`src/rtl/bp_nonsynth_mem_resp_monitor.sv`:
```
// bp_nonsynth_mem_resp_monitor: passive BedRock mem cmd/resp ordering checker with a sticky first-error code.
// Optional watchdog (code 6) is enabled by defining BP_MEM_MONITOR_TIMEOUT_EN.
module bp_nonsynth_mem_resp_monitor #(
  parameter int els_p         = 8,
  parameter int paddr_width_p = 40,
  parameter int timeout_p     = 1024
)(
  input  logic                       clk_i,
  input  logic                       reset_i,
  input  logic                       mem_cmd_v_i,
  input  logic                       mem_cmd_ready_and_i,
  input  logic [paddr_width_p-1:0]   mem_cmd_addr_i,
  input  logic [3:0]                 mem_cmd_msg_type_i,
  input  logic [2:0]                 mem_cmd_size_i,
  input  logic                       mem_resp_v_i,
  input  logic                       mem_resp_ready_and_i,
  input  logic [paddr_width_p-1:0]   mem_resp_addr_i,
  input  logic [3:0]                 mem_resp_msg_type_i,
  input  logic [2:0]                 mem_resp_size_i,
  output logic [$clog2(els_p+1)-1:0] outstanding_o,
  output logic                       error_o,
  output logic [2:0]                 error_code_o
);
  localparam int ptr_w = $clog2(els_p);
  localparam int cnt_w = $clog2(els_p+1);
  typedef struct packed {
    logic [paddr_width_p-1:0] addr;
    logic [3:0]               msg;
    logic [2:0]               size;
  } entry_t;
  typedef enum logic {e_ok, e_error} state_e;
  entry_t             mem_q [els_p];
  entry_t             head;
  logic [ptr_w-1:0]   wptr_q, wptr_d, rptr_q, rptr_d;
  logic [cnt_w-1:0]   cnt_q, cnt_d;
  state_e             state_q, state_d;
  logic [2:0]         code_q, code_d, err;
  logic               push, pop, full, empty, do_push, do_pop;
  logic               overflow, underflow, mis_a, mis_m, mis_s, timeout;
  assign push      = mem_cmd_v_i & mem_cmd_ready_and_i;
  assign pop       = mem_resp_v_i & mem_resp_ready_and_i;
  assign full      = cnt_q == cnt_w'(els_p);
  assign empty     = cnt_q == '0;
  assign do_pop    = pop & ~empty;
  // A full FIFO still accepts a push when the head leaves in the same cycle
  assign do_push   = push & (~full | do_pop);
  assign overflow  = push & full & ~pop;
  assign underflow = pop & empty;
  assign head      = mem_q[rptr_q];
  assign mis_a     = do_pop & (head.addr != mem_resp_addr_i);
  assign mis_m     = do_pop & (head.msg  != mem_resp_msg_type_i);
  assign mis_s     = do_pop & (head.size != mem_resp_size_i);
  assign err       = overflow  ? 3'd1 :
                     underflow ? 3'd2 :
                     mis_a     ? 3'd3 :
                     mis_m     ? 3'd4 :
                     mis_s     ? 3'd5 :
                     timeout   ? 3'd6 : 3'd0;
  assign wptr_d = do_push ? wptr_q + 1'b1 : wptr_q;
  assign rptr_d = do_pop  ? rptr_q + 1'b1 : rptr_q;
  assign cnt_d  = cnt_q + cnt_w'(do_push) - cnt_w'(do_pop);
  always_ff @(posedge clk_i)
    if (do_push) mem_q[wptr_q] <= '{mem_cmd_addr_i, mem_cmd_msg_type_i, mem_cmd_size_i};
  always_ff @(posedge clk_i or posedge reset_i)
    if (reset_i) begin
      wptr_q <= '0;
      rptr_q <= '0;
      cnt_q  <= '0;
    end else begin
      wptr_q <= wptr_d;
      rptr_q <= rptr_d;
      cnt_q  <= cnt_d;
    end
`ifdef BP_MEM_MONITOR_TIMEOUT_EN
  localparam int wd_w = $clog2(timeout_p+1);
  logic [wd_w-1:0] wd_q, wd_d;
  assign timeout = wd_q == wd_w'(timeout_p);
  assign wd_d    = (pop | empty) ? '0 : timeout ? wd_q : wd_q + 1'b1;
  always_ff @(posedge clk_i or posedge reset_i)
    if (reset_i) wd_q <= '0;
    else         wd_q <= wd_d;
`else
  assign timeout = 1'b0;
`endif
  always_comb begin
    state_d = (state_q == e_ok && err != 3'd0) ? e_error : state_q;
    code_d  = (state_q == e_ok && err != 3'd0) ? err : code_q;
  end
  always_ff @(posedge clk_i or posedge reset_i)
    if (reset_i) begin
      state_q <= e_ok;
      code_q  <= '0;
    end else begin
      state_q <= state_d;
      code_q  <= code_d;
    end
  assign outstanding_o = cnt_q;
  assign error_o       = state_q == e_error;
  assign error_code_o  = code_q;
endmodule

```
`config.mk`:
```
export PLATFORM = sky130hd
export DESIGN_NAME = bp_nonsynth_mem_resp_monitor
export DESIGN_NICKNAME = d
export VERILOG_FILES = /design/src/rtl/bp_nonsynth_mem_resp_monitor.sv
export SDC_FILE = /design/constraint.sdc
export NUM_CORES = 1
export LEC_CHECK = 0
export BUFFER_PORTS_ARGS = -buffer_cell sky130_fd_sc_hd__clkbuf_2
export CORE_MARGIN = 1
export CORE_UTILIZATION = 50
export CTS_CLUSTER_DIAMETER = 200
export DETAILED_ROUTE_END_ITERATION = 6
export GPL_TIMING_DRIVEN = 1
export PLACE_DENSITY = 0.68
export SYNTH_ARGS = -nofsm -noshare
export SYNTH_HDL_FRONTEND = slang
export SYNTH_SLANG_ARGS = --single-unit
```
`constraint.sdc`:
```
create_clock -name clk_i -period 6.5 [get_ports clk_i]
set_clock_uncertainty 0.15 [all_clocks]
set_input_delay 0 -clock clk_i [delete_from_list [all_inputs] [get_ports clk_i]]
set_output_delay 0 -clock clk_i [all_outputs]
set_load 0.03 [all_outputs]
```
# Word-level counts from Yosys, hierarchy flattened
# Memory sizes are Yosys's and may differ from the RTL's.
# Index checks and enable logic that the tools add are counted.
dict set report totals {
  regBits 14
  mem_bits_rw 376
  in_bits 100
  output_inout_bits 8
  elab_cells 39
  n_memories 1
}
# memory words word_bits rd rd_clocked_by_memory_dff wr line_no
set memory_table {}
lappend memory_table {mem_q 8 47 1 0 1 32} ;# entry_t mem_q [els_p];
dict set report op_classes {
  n_addsub 4
  eq_ne 4
  n_mux 7
  bitwise_logic 15
  reduce_logical 3
}
# op count
set op_table {}
lappend op_table {{inequality test 40 bit} 1}
lappend op_table {{two-way mux 3 bit} 5}
lappend op_table {{bitwise AND 1 bit} 10}
lappend op_table {{adder 3 x 1 -> 3 bit (second input constant)} 2}
lappend op_table {{adder 4 x 1 -> 4 bit} 1}
lappend op_table {{== test 4 bit (second input constant)} 1}
lappend op_table {{zero test 4 bit} 1}
lappend op_table {{inequality test 4 bit} 1}
lappend op_table {{inverter 1 bit} 4}
lappend op_table {{subtractor 4 x 1 -> 4 bit} 1}
lappend op_table {{inequality test 3 bit} 1}
lappend op_table {{nonzero test 3 bit} 1}
lappend op_table {{two-way mux 1 bit} 2}
lappend op_table {{logical AND 1 bit} 1}
lappend op_table {{bitwise OR 1 bit} 1}

# Depth between registers and ports, before layout
dict set report depth {
  ltp_word 11
  ltp_mapped 13
  mapped_depth_nobuf 13
}

# Worst setup path after synthesis
# Ideal clock, no wire load.
dict set report synth_timing {
  kind {reg2reg}
  startpoint {register cnt_q[2] (netlist: outstanding_o[2])}
  endpoint {memory mem_q[0][0] (netlist name), enable pin}
  setup_ns 0.510
  arrival_time_ns 4.928
  required_time_ns 5.840
  setup_slack_ns 0.912
  stages_incl_launch_ff 8
  path_buffers 0
  period_less_slack_ns 5.588
  cell_sequence {dfrtp_1 -> inv_1 -> ha_1 -> and2_1 -> nor2_1 -> nor2_1 -> or3_1 -> nor3_1}
}
dict set report synth_via {
  elab_chain_cells 7
  word_cells_on_any_way 9
  cone_classes {1 x eq/ne; 2 x mux; 5 x bitwise; 1 x reduce/logical}
}
# element line_no
set synth_lines {}
lappend synth_lines {{start: declaration} 35} ;# logic [cnt_w-1:0] cnt_q, cnt_d;
lappend synth_lines {{start signal: assignment} 72} ;# cnt_q <= cnt_d;
lappend synth_lines {{zero test 4 bit} 43} ;# assign empty = cnt_q == '0;
lappend synth_lines {{inverter 1 bit} 44} ;# assign do_pop = pop & ~empty;
lappend synth_lines {{bitwise AND 1 bit} 44}
lappend synth_lines {{via do_pop} 38} ;# logic push, pop, full, empty, do_push, do_pop;
lappend synth_lines {{bitwise OR 1 bit} 46} ;# assign do_push = push & (~full | do_pop);
lappend synth_lines {{bitwise AND 1 bit} 46}
lappend synth_lines {{two-way mux 1 bit} 63} ;# if (do_push) mem_q[wptr_q] <= '{mem_cmd_addr_i, mem_cmd_msg_type_i, mem_cmd_size_i};
lappend synth_lines {{two-way mux 1 bit (implied by the code)} 63}
lappend synth_lines {{end: declaration} 32}
# The timed path passes the listed nets, and every way through them passes these cells.

# Final worst setup path
dict set report layout_timing {
  startpoint {register rptr_q[1]}
  endpoint {register code_q[0] (netlist: error_code_o[0])}
}
dict set report layout_via {
  elab_chain_cells 10
  word_cells_on_any_way 14
  cone_classes {3 x eq/ne; 5 x mux; 3 x bitwise; 2 x reduce/logical; 1 x memory}
}
# element line_no
set layout_lines {}
lappend layout_lines {{start: declaration} 34} ;# logic [ptr_w-1:0] wptr_q, wptr_d, rptr_q, rptr_d;
lappend layout_lines {{start signal: assignment} 71} ;# rptr_q <= rptr_d;
lappend layout_lines {{memory read (8 x 47 bit) *} --}
lappend layout_lines {{inequality test 3 bit} 52} ;# assign mis_s = do_pop & (head.size != mem_resp_size_i);
lappend layout_lines {{bitwise AND 1 bit} 52}
lappend layout_lines {{two-way mux 3 bit} 57} ;# mis_s ? 3'd5 :
lappend layout_lines {{two-way mux 3 bit} 56} ;# mis_m ? 3'd4 :
lappend layout_lines {{two-way mux 3 bit *} 55} ;# mis_a ? 3'd3 :
lappend layout_lines {{two-way mux 3 bit *} 54} ;# underflow ? 3'd2 :
lappend layout_lines {{two-way mux 3 bit *} 53} ;# assign err = overflow ? 3'd1 :
lappend layout_lines {{nonzero test 3 bit} 87} ;# code_d = (state_q == e_ok && err != 3'd0) ? err : code_q;
lappend layout_lines {{logical AND 1 bit} 87}
lappend layout_lines {{end signal: assignment} 95} ;# code_q <= code_d;
lappend layout_lines {{end: declaration} 37} ;# logic [2:0] code_q, code_d, err;
# Mark *: on every way between the ends. The rest lies on a longest branch, timed or not.
# A chain may end at the register's enable or synchronous reset.

==> run metrics <==
Max-cap violations 0; Seq/Total Area, Yosys 74.6%; clk root buf clkbuf_16; gr usage total 20.2%; part of the power in registers 45.4%; Mapped Nets 855; Initial Util 50.9%; area leader, netlist edfxtp_1; Final Core Density 59.9%; DP Wirelength 17.5 mm; Num CTS Buffers 40; number of buffers and inverters on the critical path 4; data required time of the worst path 6.75 ns; GRT Residual Overflow 0; row count 64; slew margin rel. 18.6%; combinational power share 25.1%; P_leak 0.00635 uW; RSZ-0062 raised after global routing no; fillers 2242; delay of the slowest critical-path stage 1.08 ns; clock sink total 390; vias in the first global route 7974; Worst-path clk slew 0.06 ns; RePlAce Congestion 0.794; P_sw 2060 uW; Crit Path Category reg2reg; Pwr Density 390 nW/um^2; WHS 0.0631 ns; setup_tns 0 ns; Residual DRC 0; most area-consuming cells after synthesis edfxtp_1 72%, mux4_2 8.7%, mux2i_1 4.7%; Final Cycle Share 82.3%; Die Height 179 microns; initial antenna violation count 3; Worst-Margin Slew 1.22 ns; synth unique cells 48; drt via density 5.63; sw frac 28.6%; endpoints failing setup 0; run status completed; Critical Path AT 5.60 ns; overall power 7180 uW; HP Class in2reg; IO Port Bufs 107; Skew-Pair Late Insertion Delay 0.53 ns; family with the most delay on the worst path buffers and inverters; first-pass GRT wire length 47.0 mm; core area 30700 sq um; final hold vios 0; internal power 5120 uW; CP max stage cell dfrtp_4; Die X 179 microns; post-place setup slack 2.29 ns; Gate Count Post-Synth 746; htree depth 2; R2R Setup Slk 1.15 ns; number of flops mapped to enable cells by yosys 376; layout cells sized above 1 26.6%; TritonRoute pass-1 iters 5; crit-path max FO 53; top-area cell type share of the netlist area 72.4%; Max Clk Rate 187 MHz; Synth Register Bits 390; DIE AREA 31900 sq um; IO Pins 108; maximum vdd drop 0.248 mV; Routed Antenna Nets 0; post-layout min period 5.35 ns; Worst Setup Start Kind register; Critical Path, Cell by Cell buf_4 -> mux4_2 -> mux2i_1 -> xnor2_1 -> nor4_1 -> dlygate4sd3_1 -> nand4_1 -> o41ai_1 -> dlygate4sd3_1 -> o211ai_1 -> dlygate4sd3_1; clock buffer depth 3; Iter 0 DRT Violations 614; CP most frequent cell dlygate4sd3_1; Nets 1049; crit end category register; drt wl/cell 22.8 microns; Final Slew Violations 0; async set-reset flop share out of synthesis 3.59%; Mapped Avg Cell Area 20.9 sq um; Cell Area, Synth 15600 sq um; CTS tree yes; dominant synthesized flop cell edfxtp_1; largest net degree at the start of global routing 60; Final WS setup 1.15 ns; vias 7710; Area Overhead vs Synth 17.8%; final WL 31.2 mm; Clock power frac 29.5%; Synth Warn # 0
-- worst reg2reg max path, stage by stage, from the launching register on --
cell,delay [ns]
dfrtp_4,1.08
buf_4,0.59
mux4_2,0.58
mux2i_1,0.18
xnor2_1,0.09
nor4_1,0.24
dlygate4sd3_1,0.59
nand4_1,0.12
o41ai_1,0.37
dlygate4sd3_1,0.59
o211ai_1,0.09
dlygate4sd3_1,0.57
-- metrics by stage --
| stage | area [sq um] | instances |
|---|---|---|
| finish | 18400 | 1369 |
| global placement | 16600 | 1233 |
| CTS | 18400 | 1367 |
| global route | 18400 | 1368 |
| floorplan | 15600 | 746 |
| detailed placement | 16600 | 1233 |
-- flip-flops by register name, indices dropped and copies added, names as in the netlist --
register,count
outstanding_o,4
error_o,1
error_code_o,3
rptr_q,3
wptr_q,3
mem_q,376
-- repair_timing --
action	4_1_cts	5_1_grt
hold endpoints to repair	399	0
resized for setup	0	0
hold buffers	61	0
setup buffers	0	0
-- cell usage after synthesis (all sizes together) (5+ instances only) --
library cell    n
a221oi          8
a22o            5
buf            28
dfrtp          14
edfxtp        376
ha              8
inv            12
mux2            9
mux2i          74
mux4           72
nand2          18
nand2b          6
nand4           5
nor2           16
nor3            5
nor4            5
xnor2          20
xor2           31
-- path summary, 6_finish.rpt --
kind / cells past startpoint / start / endpoint
max in group asynchronous: 4 / reset_i / rptr_q[1]
max: 11 / rptr_q[1] / error_code_o[0]
min: 6 / mem_resp_size_i[0] / error_o
min reg2reg: 1 / outstanding_o[0] / outstanding_o[0]
min in group asynchronous: 4 / reset_i / rptr_q[0]
max reg2reg: 11 / rptr_q[1] / error_code_o[0]
-- power by group through the flow --
stage	registers [uW]	logic (uW)	clock network, uW
2_1_floorplan	3110	1590	0
3_3_place_gp	3310	1770	0
3_5_place_dp	3320	1790	0
4_1_cts	3270	1830	2150
5_1_grt	3300	1950	2260
6_report	3260	1800	2120
-- routing by layer --
layer	global-route usage (%)	share of wire (%)	up-vias
met1	28.0	44	3977
met5	0	0.029	-
met2	33.7	49	236
li1	-	-	3444
met3	3.20	5.2	51
met4	5.44	1.9	2
-- placed cells by master, fill, tap and decap left out, drive strengths merged, types with 6 or more instances in the layout --
master       synthesis  final
nor2                16     16
clkbuf               1    163
a221oi               8      8
clkinv               0     13
dfrtp               14     14
xor2                31     31
dlygate4sd3          0     61
buf                 28     13
inv                 12     14
nand2b               6      6
mux2i               74     74
nand2               18     18
xnor2               20     20
mux4                72     72
ha                   8      8
mux2                 9      9
edfxtp             376    376
-- logic make-up (layout without fill, tap and decap cells) --
kind of cell	after synthesis	count (layout)	synth area share, %
fa+ha+maj	9	9	0.770
simple gates	66	66	2.14
buf+inv	41	266	1.84
mux	155	155	16.1
other cells	0	2	0
flops	390	390	74.6
compound gates	34	34	1.70
xor+xnor	51	51	2.86
-- layout make-up --
cell class / count / area [sq um] / share of cell area [%]
antenna: 2 / 5.00 / 0.0272
clock buffer: 56 / 1090 / 5.94
clock inverter: 17 / 115 / 0.626
inverter: 12 / 45.0 / 0.245
multi-input combinational: 315 / 3730 / 20.3
sequential: 390 / 11700 / 63.4
tap: 396 / 495 / 2.70
timing repair buffer: 181 / 1240 / 6.77
(Power assumes the default switching activity.)
